==> src/rtl/mapper_ese_ram_sd.sv <==
// mapper_ese_ram_sd
// Bank-switched ESE-RAM cartridge mapper with an SPI master for an SD card.
// CPU accesses to 0x4000-0xBFFF are split into four 8 KB pages, each mapped
// to an SDRAM bank through its bank register. When bank[0] holds SD_BANK,
// page 0 becomes a memory-mapped SPI byte port instead of RAM.
//
// Ports:
//   clk, reset      system clock, synchronous active-high reset
//   cs, addr        slot select and CPU address
//   data_in         CPU write data
//   wr, rd          one-cycle write/read strobes, qualified by cs
//   ram_cs          SDRAM access request (combinational)
//   ram_addr        SDRAM byte address (combinational)
//   ram_rnw         1 = read, 0 = write (combinational)
//   data            read data for the SD window, 8'hFF otherwise
//   spi_sclk        SD clock (mode 0)
//   spi_mosi        SD data out
//   spi_cs_n        SD chip select, active low
//   spi_miso        SD data in, already synchronised
module mapper_ese_ram_sd #(
  parameter int          BANK_BITS = 6,
  parameter logic [26:0] RAM_BASE  = 27'h0,
  parameter int          SPI_DIV   = 2,
  parameter logic [7:0]  SD_BANK   = 8'h40
) (
  input  logic        clk,
  input  logic        reset,
  input  logic        cs,
  input  logic [15:0] addr,
  input  logic [7:0]  data_in,
  input  logic        wr,
  input  logic        rd,
  output logic        ram_cs,
  output logic [26:0] ram_addr,
  output logic        ram_rnw,
  output logic [7:0]  data,
  output logic        spi_sclk,
  output logic        spi_mosi,
  output logic        spi_cs_n,
  input  logic        spi_miso
);

  localparam int DIV_W = (SPI_DIV > 1) ? $clog2(SPI_DIV) : 1;
  localparam logic [DIV_W-1:0] DIV_LAST = DIV_W'(SPI_DIV - 1);
  // Bank numbers wider than BANK_BITS are silently folded by this mask.
  localparam logic [6:0] BANK_MASK = 7'((1 << BANK_BITS) - 1);

  typedef enum logic {IDLE, SHIFT} spiState_e;

  logic [7:0]       bank_q [4];
  spiState_e        state_q;
  logic [7:0]       shift_q;
  logic [7:0]       rx_q;
  logic [2:0]       bitCnt_q;
  logic [DIV_W-1:0] divCnt_q;
  logic             sclk_q;
  logic             mosi_q;
  logic             csn_q;

  logic       inRange;
  logic [1:0] page;
  logic       access;
  logic [7:0] pageReg;
  logic [6:0] bankNum;
  logic       sdActive;
  logic       sdPage;
  logic       sdDataWin;
  logic       sdCtrlWin;
  logic       regWrite;
  logic       ramRead;
  logic       ramWrite;
  logic       busy;
  logic       startXfer;
  logic [7:0] txByte;

  // 0x4000-0xBFFF is exactly the range where addr[15] and addr[14] differ.
  // Subtracting 2 from addr[14:13] turns 0x4000/0x6000/0x8000/0xA000 into
  // pages 0/1/2/3.
  assign inRange  = addr[15] ^ addr[14];
  assign page     = addr[14:13] - 2'd2;
  assign access   = cs & inRange;
  assign pageReg  = bank_q[page];
  assign bankNum  = pageReg[6:0] & BANK_MASK;
  assign sdActive = (bank_q[0] == SD_BANK);
  assign sdPage   = (page == 2'd0) & sdActive;

  // Within the SD page, 0x5800-0x5FFF is control/status, the rest is data.
  assign sdDataWin = access & sdPage & (addr[12:11] != 2'b11);
  assign sdCtrlWin = access & sdPage & (addr[12:11] == 2'b11);

  // Page 1 is always register space for writes, so it can never be written.
  assign regWrite = access & wr & (page == 2'd1);
  assign ramRead  = access & rd & ~sdPage;
  assign ramWrite = access & wr & ~sdPage & (page != 2'd1) & pageReg[7];

  assign ram_cs   = ramRead | ramWrite;
  assign ram_rnw  = ~wr;
  assign ram_addr = RAM_BASE + {7'b0, bankNum, addr[12:0]};

  assign busy      = (state_q == SHIFT);
  assign startXfer = ~busy & sdDataWin & (wr | rd);
  assign txByte    = wr ? data_in : 8'hFF;

  assign spi_sclk = sclk_q;
  assign spi_mosi = mosi_q;
  assign spi_cs_n = csn_q;

  // Read mux: only SD window reads return data, everything else floats high.
  always_comb begin
    data = 8'hFF;
    if (sdDataWin & rd) begin
      data = rx_q;
    end else if (sdCtrlWin & rd) begin
      data = {6'b0, ~csn_q, busy};
    end
  end

  // Bank registers, SD chip select and the SPI shift engine. Each bit is a
  // low half then a high half of SPI_DIV cycles; MISO is captured as SCLK
  // rises and the next MOSI bit is presented as SCLK falls, so the byte
  // being sent and the byte being received share one shift register.
  always_ff @(posedge clk) begin
    if (reset) begin
      for (int i = 0; i < 4; i++) begin
        bank_q[i] <= 8'h00;
      end
      state_q  <= IDLE;
      shift_q  <= 8'hFF;
      rx_q     <= 8'hFF;
      bitCnt_q <= 3'd0;
      divCnt_q <= '0;
      sclk_q   <= 1'b0;
      mosi_q   <= 1'b1;
      csn_q    <= 1'b1;
    end else begin
      if (regWrite) begin
        bank_q[addr[12:11]] <= data_in;
      end
      if (sdCtrlWin & wr) begin
        csn_q <= ~data_in[0];
      end
      case (state_q)
        IDLE: begin
          sclk_q <= 1'b0;
          mosi_q <= 1'b1;
          if (startXfer) begin
            state_q  <= SHIFT;
            shift_q  <= txByte;
            mosi_q   <= txByte[7];
            bitCnt_q <= 3'd7;
            divCnt_q <= '0;
          end
        end
        SHIFT: begin
          if (divCnt_q == DIV_LAST) begin
            divCnt_q <= '0;
            if (!sclk_q) begin
              sclk_q  <= 1'b1;
              shift_q <= {shift_q[6:0], spi_miso};
            end else if (bitCnt_q == 3'd0) begin
              sclk_q  <= 1'b0;
              rx_q    <= shift_q;
              state_q <= IDLE;
            end else begin
              sclk_q   <= 1'b0;
              mosi_q   <= shift_q[7];
              bitCnt_q <= bitCnt_q - 3'd1;
            end
          end else begin
            divCnt_q <= divCnt_q + DIV_W'(1);
          end
        end
        default: state_q <= IDLE;
      endcase
    end
  end

endmodule

==> config.mk <==
export PLATFORM = sky130hd
export DESIGN_NAME = mapper_ese_ram_sd
export DESIGN_NICKNAME = d
export VERILOG_FILES = /design/src/rtl/mapper_ese_ram_sd.sv
export SDC_FILE = /design/constraint.sdc
export NUM_CORES = 1
export LEC_CHECK = 0
export ABC_AREA = 1
export CORE_UTILIZATION = 53
export CTS_CLUSTER_SIZE = 25
export DETAILED_ROUTE_END_ITERATION = 10
export PLACE_DENSITY = 0.86
export SLEW_MARGIN = 20
export SYNTH_ARGS = -nofsm -noshare
export SYNTH_HDL_FRONTEND = slang
export SYNTH_SLANG_ARGS = --single-unit
==> constraint.sdc <==
create_clock -name clk -period 3.95 [get_ports clk]
set_clock_uncertainty 0.1 [all_clocks]
set_input_delay 0.395 -clock clk [delete_from_list [all_inputs] [get_ports clk]]
set_output_delay 0.395 -clock clk [all_outputs]
set_load 0.005 [all_outputs]
; After elaboration in Yosys (flattened, before gate mapping)
; Memory sizes are Yosys's and may differ from the RTL's.
; Cells that the tools add are included.
[word_totals]
n_memories = 1
regBits = 24
ramBits = 32
[classes]
n_eq_ne = 10
bitwise_logic = 25
reduce_logical = 7
n_addsub = 3
n_mux = 36
[mem_list]
columns = memory, words, width, read_ports, rd_clocked_by_memory_dff, write_ports, line
row1 = bank_q, 4, 8, 2, 0, 4, 50  ; logic [7:0] bank_q [4];
[op_table]
columns = op, count
row1 = $mux 8, 7
row2 = $mux 1, 18
row3 = $and 1x1->1, 17
row4 = $pmux 8 s2, 1
row5 = $mux 3, 4
row6 = $eq 8x7->1 const B, 1
row7 = $ne 2x2->1 const B, 4
row8 = $pmux 1 s2, 4
row9 = $reduce_and 4->1, 2
row10 = $reduce_or 8->1, 1
row11 = $ne 2x1->1 const B, 3
row12 = $pmux 3 s2, 1
row13 = $reduce_and 3->1, 2
row14 = $not 1->1, 5
row15 = $logic_not 3->1, 1
row16 = $sub 3x1->3 const B, 1
row17 = $eq 2x1->1 const B, 1
row18 = $eq 2x2->1 const B, 1
row19 = $logic_not 2->1, 1
row20 = $mux 2, 1
row21 = $or 1x1->1, 2
row22 = $sub 2x2->2 const B, 1
row23 = $add 1x1->1 const B, 1
row24 = $xor 1x1->1, 1

; Logic depth before layout (Yosys ltp)
; Gate-level depths: netlist of run 1.
[depth]
word_depth = 9
depth_mapped = 10

; Worst setup path after synthesis of run 1
; Ideal clock, no wire load.
[synth_timing]
path_kind = input -> register
start = input addr[14]
end = memory bank_q[3][0] (enable)
path_slack_ps = 2120
cell_stages = 5
path_buffers = 1
t_arrival_ps = 1349
setup_ps = 381
cell_sequence = buf_6 > nand2_1 > inv_2 > nand3_1 > o21ai_0
[synth_rtl]
columns = item, line
row1 = start: declaration, 29  ; input logic [15:0] addr,
row2 = end: declaration, 50

; Worst setup path after layout of run 1
[layout_timing]
start = input addr[14]
end = output data[0]
[layout_between]
elab_chain_len = 8
elab_cells_between_ends = 12
[layout_lines]
columns = item, line
row1 = $sub 2x2->2, 80  ; assign page = addr[14:13] - 2'd2;
row2 = $logic_not 2->1, 85  ; assign sdPage = (page == 2'd0) & sdActive;
row3 = $and 1x1->1, 85
row4 = $and 1x1->1 (*), "88, 89"
row5 = $and 1x1->1, 89  ; assign sdCtrlWin = access & sdPage & (addr[12:11] == 2'b11);
row6 = $and 1x1->1, 113  ; end else if (sdCtrlWin & rd) begin
row7 = $mux 8, 113
row8 = $mux 8 (*), 111  ; if (sdDataWin & rd) begin
row9 = end: declaration, 36  ; output logic [7:0] data,
; Mark *: on every way between the ends. The rest lies on a longest branch, timed or not.

==> metrics.md, run 1 <==
| Metric | Value |
|---|---|
| Total core area | 4850 µm² |
| Fill count | roughly 380 |
| Top cell types by occurrence after synthesis | nor2_1 (62), nand2_1 (55), inv_1 (30), edfxtp_1 (28), dfxtp_1 (24) |
| Vias per inst | 5.30 |
| Remaining antenna violation count after routing | 0 |
| Most common cell in the netlist | nor2_1 |
| Longest Clk Path Bufs | 2 |
| Fin. Hold Viols | 0 |
| Setup bufs post-CTS | 0 |
| Avg WL per Cell | between 10 and 15 µm |
| Min-delay worst type | register to register |
| Max Freq | between 0.3 and 0.4 GHz |
| First-pass GRT wire length | roughly 9600 µm |
| Critical Path AT | roughly 2.6 ns |
| Detailed Route WL | 5870 µm |
| Reg clk slew, reported paths | 0.08 ns |
| Die height | 74.0 µm |
| N_diodes | 0 |
| Max-Cap Viols | 0 |
| Register area share after synthesis | 0.481 |
| Number of synthesized register bits | 52 |
| Final TNS setup | 0 ns |
| Hold_buf cts | 0 |
| HPWL after detailed placement | around 4200 µm |
| Synth Flop Type | edfxtp_1 |
| Maximum vdd drop | ~210 µV |
| Async set-or-reset flop fraction in the synthesized netlist | 0 |
| Clock latency on the worst-skew pair | approximately 0.30 ns |
| Initial detailed-routing violation count | around 190 |
| Global placement routability congestion | 0.831 |
| PD cells | between 300 and 400 nW/µm² |
| H-tree depth | 2 |
| Num CTS Buffers | 5 |
| Mapped Area | 2750 µm² |
| Number of global-route vias before repair | about 2,000 |
| Largest net degree at the start of global routing | 23 |
| Avg Cell Area, Syn | roughly 8.4 µm² |
| Outcome | finished clean |
| Top-area cell type share of the netlist area | 0.306 |
| Layout cells sized above 1 | 0.0793 |
| Yosys Warn Count | 0 |
| Fin nets | ~380 |
| Clock tree from TritonCTS | built |
| Slew Viols, Final | 0 |
| Total gr overflow | 0 |
| # rows | 25 |
| EDFF count, synth | 28 |
| Top cells by area, synth | edfxtp_1 (31%), dfxtp_1 (17%), nor2_1 (8.5%), nand2_1 (7.5%), buf_4 (6.3%) |
| Die area | 5480 µm² |
| Synthesis-to-layout area growth | 14.9% |
| RSZ-0062 raised after global routing | false |
| Worst path required time | 3.45 ns |
| Post-route minimum period | 3.07 ns |
| Leakage power | approximately 1.4 nW |
| Crit-path max FO | 11 |
| Initial Util | 0.567 |
| Startpoint Class | input port |
| Resize count post-CTS | 0 |
| Root Driver | clkbuf_8 |
| Total GRT Usage | 0.235 |
| Antenna violations before repair | 0 |
| Final hold slack | about 0.36 ns |
| Mapped Cells | approximately 330 |
| Via Count | around 2,200 |
| CP endpoint kind | output port |
| Residual DRC | 0 |
| WS Path Type | input port to output port |
| Drt pass-1 iters | 5 |
| Num ports | 70 |
| Clk sink count | 52 |
| FF+latch area | 1320 µm² |
| Fin crit share | 0.777 |
| Area of the multi-input gates | ~1100 µm² |
| I/O Buffers | 39 |
| Die width | 74.0 µm |
| Synth unique cells | 37 |
| Power Total | around 0.0011 W |
| Synth area leader | edfxtp_1 |
| Final setup vio count | 0 |
## registers in the layout, indices dropped and copies added (netlist names)
name / count
busy: 1
spi_sclk: 1
bitCnt_q: 3
spi_mosi: 1
divCnt_q: 1
rx_q: 8
shift_q: 8
spi_cs_n: 1
bank_q: 28
## critical path: stages
cell             delay (ns)
clkdlybuf4s50_1        0.76
nand2_1                0.15
nor2_2                 0.16
and2_2                 0.20
nand3_2                0.08
nor2_2                 0.24
a21oi_1                0.11
clkdlybuf4s50_1        0.46
## stage by stage
stage,util,cell area [µm²],setup WS (ns),instances
final,0.651,3160,0.883,420
after global routing,0.651,3160,0.679,420
after CTS,0.651,3160,0.877,420
after detailed placement,0.627,3040,0.895,412
after global placement,0.627,3040,0.966,412
after floorplan,-,2780,2.12,334
## layout by cell type, fill, tap and decap left out, drive strengths merged, types with 3 or more instances in the layout
| master | synthesis | layout |
|---|---|---|
| nor3 | 4 | 4 |
| nand2 | 59 | 59 |
| nor2 | 67 | 67 |
| a21oi | 8 | 8 |
| o21ai | 17 | 17 |
| clkdlybuf4s50 | 0 | 39 |
| a22oi | 6 | 6 |
| nand3 | 24 | 24 |
| conb | 1 | 8 |
| o31ai | 6 | 6 |
| o211ai | 8 | 8 |
| clkbuf | 3 | 6 |
| edfxtp | 28 | 28 |
| inv | 33 | 33 |
| dfxtp | 24 | 24 |
| nand4 | 3 | 3 |
## kinds of logic after synthesis
kind of cell	after synthesis	synth area share
other	1	0.00136
AND/OR/NAND/NOR	161	0.274
flip-flops	52	0.481
buffers and inverters	64	0.128
AO/OA/AOI/OAI	47	0.106
adder cells (fa/ha/maj)	2	0.00910
## final timing paths
check	startpoint	endpoint	slack, ns	depth (start not counted)
worst min register to register	bitCnt_q[1]	bitCnt_q[1]	0.36	2
worst max register to register	busy	shift_q[0]	1.89	8
worst min-delay path	bitCnt_q[1]	bitCnt_q[1]	0.36	2
worst max-delay path	addr[14]	data[0]	0.88	8
## cell type report
type	count	share of cell area
Sequential cell	52	0.418
Clock inverter	2	0.0107
Clock buffer	6	0.0261
Tap cell	67	0.0265
Multi-Input combinational cell	218	0.349
Inverter	34	0.0412
Timing Repair Buffer	41	0.128
## where the power goes
part | leakage, nW | switching (W) | internal, W
combinational | 0.854 | 0.0000585 | 0.0000458
clock | 0.0588 | 0.000163 | 0.000204
sequential | 0.460 | 0.00000593 | 0.000584
## layer usage
| metal | up-vias | part of all wire | GRT usage |
|---|---|---|---|
| li1 | 1104 | - | - |
| met1 | 1025 | 0.44 | 0.318 |
| met2 | 87 | 0.47 | 0.374 |
| met3 | 11 | 0.071 | 0.0515 |
| met4 | 0 | 0.016 | 0.0812 |
| met5 | - | 0 | 0 |
Power figures use the tool's default switching activity.
==> inputs of run 2 (changes only) <==
--- a/config.mk
+++ b/config.mk
@@ -6,10 +6,10 @@
 export NUM_CORES = 1
 export LEC_CHECK = 0
 export ABC_AREA = 1
-export CORE_UTILIZATION = 53
+export CORE_UTILIZATION = 44
 export CTS_CLUSTER_SIZE = 25
 export DETAILED_ROUTE_END_ITERATION = 10
-export PLACE_DENSITY = 0.86
+export PLACE_DENSITY = 0.76
 export SLEW_MARGIN = 20
 export SYNTH_ARGS = -nofsm -noshare
 export SYNTH_HDL_FRONTEND = slang
==> constraint.sdc (replaced) <==
create_clock -name clk -period 2.6 [get_ports clk]
set_clock_uncertainty 0.1 [all_clocks]
set_input_delay 0.26 -clock clk [delete_from_list [all_inputs] [get_ports clk]]
set_output_delay 0.26 -clock clk [all_outputs]
set_load 0.005 [all_outputs]
==> metrics.md, run 2 (same netlist as run 1, synthesis figures left out) <==
| Metric | Value |
|---|---|
| CP endpoint kind | output port |
| Area of the multi-input gates | between 1000 and 1500 µm² |
| Total gr overflow | 0 |
| Residual DRC | 0 |
| Global placement routability congestion | between 0.8 and 0.9 |
| Num CTS Buffers | 5 |
| Top reg by flops | bank_q |
| R2R Path Start | busy |
| WS Path Type | input port to output port |
| Die height | a little over 80 µm |
| Root Driver | clkbuf_8 |
| Fin. Hold Viols | 0 |
| Detailed Route WL | ~6000 µm |
| Via Count | roughly 2,300 |
| Commonest non-fill, non-tap cell in the layout | nor2_1 |
| CP most frequent cell | clkdlybuf4s50_1 |
| Worst path required time | between 2 and 2.5 ns |
| Outcome | finished clean |
| RSZ-0062 raised after global routing | false |
| Total core area | about 6000 µm² |
| PD cells | between 400 and 500 nW/µm² |
| # rows | 28 |
| Drt pass-1 iters | 4 |
| Max Freq | between 0.4 and 0.5 GHz |
| Die width | 81.0 µm |
| H-tree depth | 2 |
| Initial Util | 0.459 |
| Clock latency on the worst-skew pair | ~0.3 ns |
| CP startpoint | addr[13] |
| HPWL after detailed placement | around 4700 µm |
| Final TNS setup | 0 ns |
| Slowest CP cell | clkdlybuf4s50_1 |
| Post-route minimum period | around 2.4 ns |
| First-pass GRT wire length | about 10000 µm |
| Maximum vdd drop | between 200 and 300 µV |
| FF+latch area | about 1300 µm² |
| Cell Chain, Critical Path | clkdlybuf4s50_1, inv_4, nand2_1, nor2_2, and2_2, nand3_2, nor2_4, a21oi_1, clkdlybuf4s50_1 |
| Critical Path AT | between 2 and 2.5 ns |
| Crit-path leading delay family | buffers and inverters |
| Clock tree from TritonCTS | built |
| Startpoint Class | input port |
| Hold path cells | 2 |
| I/O Buffers | 39 |
| Vias per inst | 5.18 |
| Fin crit share | 0.932 |
| Die area | 6570 µm² |
| Leakage power | approximately 1.4 nW |
| Worst Slack Setup Final | between 0.15 and 0.2 ns |
| Setup bufs post-CTS | 0 |
| Avg WL per Cell | ~14 µm |
| Number of global-route vias before repair | around 2,100 |
| Max reg flops | 28 |
| Antenna violations before repair | 0 |
| Worst path max stage delay | ~0.46 ns |
| Fill count | around 550 |
| Total GRT Usage | 0.202 |
| Hold Path Origin | shift_q[3] |
| Reg clk slew, reported paths | 0.09 ns |
| Slew Viols, Final | 0 |
| Worst slack, placed | ~0.050 ns |
| Largest regs | bank_q: 28 flops, rx_q: 8 flops, shift_q: 8 flops |
| Remaining antenna violation count after routing | 0 |
| Levels on crit path | 9 |
| N_diodes | 0 |
| Crit-path max FO | 7 |
| Initial detailed-routing violation count | about 280 |
| Longest Clk Path Bufs | 2 |
| Most frequent cells in the layout | nor2_1 (61), nand2_1 (54), clkdlybuf4s50_1 (38) |
| Min-delay worst type | register to register |
| Num ports | 70 |
| Max-Cap Viols | 0 |
| Largest net degree at the start of global routing | 22 |
| Layout cells sized above 1 | 0.103 |
| Final setup vio count | 0 |
| Clk sink count | 52 |
| Fin nets | approximately 390 |
| CP bufs+invs | 3 |
| Synthesis-to-layout area growth | 16.4% |
| Reg2Reg Depth | 8 |
run 2: cell count changes in the layout (fill, tap and decap cells not counted), sizes merged:
cell / previous run / this run
bufinv: 1 / 0
clkdlybuf4s50: 39 / 38
dlymetal6s2s: 0 / 1
inv: 33 / 34
buf: 2 / 9
run 2: worst paths after layout:
kind                end  slack [ns]
min reg2reg  shift_q[3]        0.37
max reg2reg  shift_q[2]        0.66
min          shift_q[3]        0.37
max             data[1]        0.18
run 2: worst reg2reg max path: cells and delay by family (launching register included):
family | cells | cell delay (ns)
buffers and inverters | 1 | 0.30
AND/OR/NAND/NOR | 7 | 0.97
flip-flops | 1 | 0.46
run 2: what timing repair did:
action / CTS / global route
gates resized for setup: 0 / 4
endpoints found under the setup margin: 0 / 7
hold buffers: 0 / 0
run 2: metal layers:
layer	up-vias	share of wire	track usage	routed length, µm
li1	1113	-	-	-
met1	1054	0.44	0.278	2650
met2	73	0.48	0.318	2900
met3	12	0.068	0.0360	413
met4	0	0.017	0.0750	105
met5	-	0	0	0
run 2: layout make-up:
class,instances,area share
Clock inverter,2,0.00352
Timing Repair Buffer,48,0.144
Clock buffer,6,0.0227
Multi-Input combinational cell,218,0.347
Sequential cell,52,0.413
Tap cell,75,0.0293
Inverter,34,0.0407
run 2: report_power, final:
group | internal, W | switching (W)
sequential | 0.000887 | 0.00000868
clock | 0.000190 | 0.000265
combinational | 0.0000747 | 0.0000912
total | 0.00115 | 0.000365
run 2: metrics by stage:
step,util,power (W),hold slack (ns),area (µm²),cells
3_5_place_dp,0.518,0.00108,0.348,3100,427
6_report,0.534,0.00152,0.372,3200,435
3_3_place_gp,0.518,0.00108,0.338,3100,427
2_1_floorplan,-,0.00102,0.329,2780,334
4_1_cts,0.532,0.00151,0.371,3190,435
5_1_grt,0.534,0.00157,0.386,3200,435
==> inputs of run 3 (changes only) <==
--- a/config.mk
+++ b/config.mk
@@ -9,7 +9,7 @@
 export CORE_UTILIZATION = 44
 export CTS_CLUSTER_SIZE = 25
 export DETAILED_ROUTE_END_ITERATION = 10
-export PLACE_DENSITY = 0.76
+export PLACE_DENSITY = 0.74
 export SLEW_MARGIN = 20
 export SYNTH_ARGS = -nofsm -noshare
 export SYNTH_HDL_FRONTEND = slang
==> metrics.md, run 3 (same netlist as run 1, synthesis figures left out) <==
| Metric | Value |
|---|---|
| Outcome | finished clean |
| Synthesis-to-layout area growth | 17.7% |
| Total core area | around 6000 µm² |
| Top reg by flops | bank_q |
| Fin crit share | 0.945 |
| CP most frequent cell | nor2_1 |
| Int Pwr | between 0.001 and 0.0015 W |
| Fin nets | between 300 and 400 |
| Worst path required time | ~2.2 ns |
| Leakage power | between 1 and 1.5 nW |
| Fin util | 0.540 |
| Met1 GRT Util | 0.258 |
| Antenna violations before repair | 0 |
| H-tree depth | 2 |
| Die height | 81.0 µm |
| Crit-path max FO | 8 |
| Num CTS Buffers | 5 |
| # rows | 28 |
| Setup bufs post-CTS | 0 |
| Post-route minimum period | approximately 2.5 ns |
| Clk pwr share | 0.340 |
| First-pass GRT wire length | around 9600 µm |
| Grt met3 use | 0.0292 |
| Hold_buf cts | 0 |
| Residual DRC | 0 |
| Clk sink count | 52 |
| Commonest non-fill, non-tap cell in the layout | nor2_1 |
| Crit-path leading delay family | buffers and inverters |
| GR peak layer | met2 |
| Startpoint Class | input port |
| Clock latency on the worst-skew pair | around 0.30 ns |
| Avg WL per Cell | between 10 and 15 µm |
| Die width | approximately 81 µm |
| Final TNS setup | 0 ns |
| Detailed Route WL | roughly 6000 µm |
| Initial detailed-routing violation count | 136 |
| Worst slack, placed | slightly above 0.07 ns |
| Final setup vio count | 0 |
| Total GRT Usage | 0.196 |
| NetSw | about 0.00036 W |
| Drt pass-1 iters | 4 |
| N_diodes | 0 |
| Remaining antenna violation count after routing | 0 |
| Global placement routability congestion | between 0.8 and 0.9 |
| RSZ-0062 raised after global routing | false |
| CP endpoint kind | output port |
| Reg clk slew, reported paths | ~0.1 ns |
| Maximum vdd drop | between 300 and 400 µV |
| Max-Cap Viols | 0 |
| Power Total | about 0.0016 W |
| Die area | 6570 µm² |
| Total gr overflow | 0 |
| Most frequent cells in the layout | nor2_1 (61), nand2_1 (54), clkdlybuf4s50_1 (38) |
| Fill count | ~530 |
| Combinational Power Share | 0.104 |
| Layout cells sized above 1 | 0.105 |
| Root Driver | clkbuf_8 |
| Via Count | about 2,200 |
| Num ports | 70 |
| WS Path Type | input port to output port |
| Largest regs | bank_q: 28 flops, rx_q: 8 flops, shift_q: 8 flops |
| Longest Clk Path Bufs | 2 |
| Slowest CP cell | clkdlybuf4s50_1 |
| Fin. Hold Viols | 0 |
| Vias per inst | ~5 |
| HPWL after detailed placement | 4510 µm |
| Worst path max stage delay | 0.52 ns |
| Number of global-route vias before repair | a little over 2,000 |
| Max reg flops | 28 |
| PD cells | roughly 500 nW/µm² |
| Critical Path AT | about 2.1 ns |
| Final hold slack | 0.368 ns |
| I/O Buffers | 39 |
| Switching portion of total power | 0.226 |
| CP bufs+invs | 3 |
| Min-delay worst type | register to register |
| Grt met2 use | 0.325 |
| Initial Util | 0.459 |
| Worst Slack Setup Final | 0.143 ns |
| Clock tree from TritonCTS | built |
| Cell Chain, Critical Path | clkdlybuf4s50_1, buf_4, nor2_1, nor2_1, o21ai_0, nand2_1, a41oi_1, nor2_1, clkdlybuf4s50_1 |
| Largest net degree at the start of global routing | 22 |
| Max Freq | 0.407 GHz |
| Resize count post-CTS | 0 |
| Seq pwr share | 0.555 |
| Slew Viols, Final | 0 |
## run 3: changes by cell type in the layout (fill, tap and decap cells not counted), sizes merged
cell	change
clkbuf	-1
buf	+1
clkinv	+1
bufinv	+1
inv	-1
## run 3: worst min-delay path: cells and delay by family (launching register included)
family / cells / cell delay (ns)
AND/OR/NAND/NOR: 2 / 0.10
flip-flops: 1 / 0.34
## run 3: stage by stage
step,instances,instance area [µm²]
floorplan,334,2780
global placement,428,3110
detailed placement,428,3110
CTS,436,3220
global route,436,3240
finish,436,3240
## run 3: worst paths after layout
| kind | from | end | slack (ns) | cells after the start |
|---|---|---|---|---|
| setup / recovery | addr[13] | ram_cs | 0.14 | 9 |
| hold / removal | shift_q[3] | shift_q[3] | 0.37 | 2 |
| setup reg to reg | busy | shift_q[6] | 0.70 | 8 |
| hold reg to reg | shift_q[3] | shift_q[3] | 0.37 | 2 |
## run 3: layout make-up
type	instances	area (µm²)	share of cell area
sequential	52	1320	0.408
multi-input combinational	218	1110	0.343
timing repair buffer	49	468	0.145
inverter	34	130	0.0402
tap	75	93.8	0.0290
clock buffer	5	68.8	0.0213
clock inverter	3	42.5	0.0131
## run 3: power by group through the flow
stage / clock network [W] / logic [W] / registers [W]
after global placement: 0 / 0.000165 / 0.000913
after detailed placement: 0 / 0.000167 / 0.000913
final: 0.000549 / 0.000168 / 0.000895
after floorplan: 0 / 0.000105 / 0.000911
after CTS: 0.000551 / 0.000168 / 0.000895
after global routing: 0.000583 / 0.000183 / 0.000898
## run 3: layer usage
metal	share of wire	wire, µm
met1	0.45	2710
met2	0.47	2830
met3	0.061	365
met4	0.017	104
met5	0	0
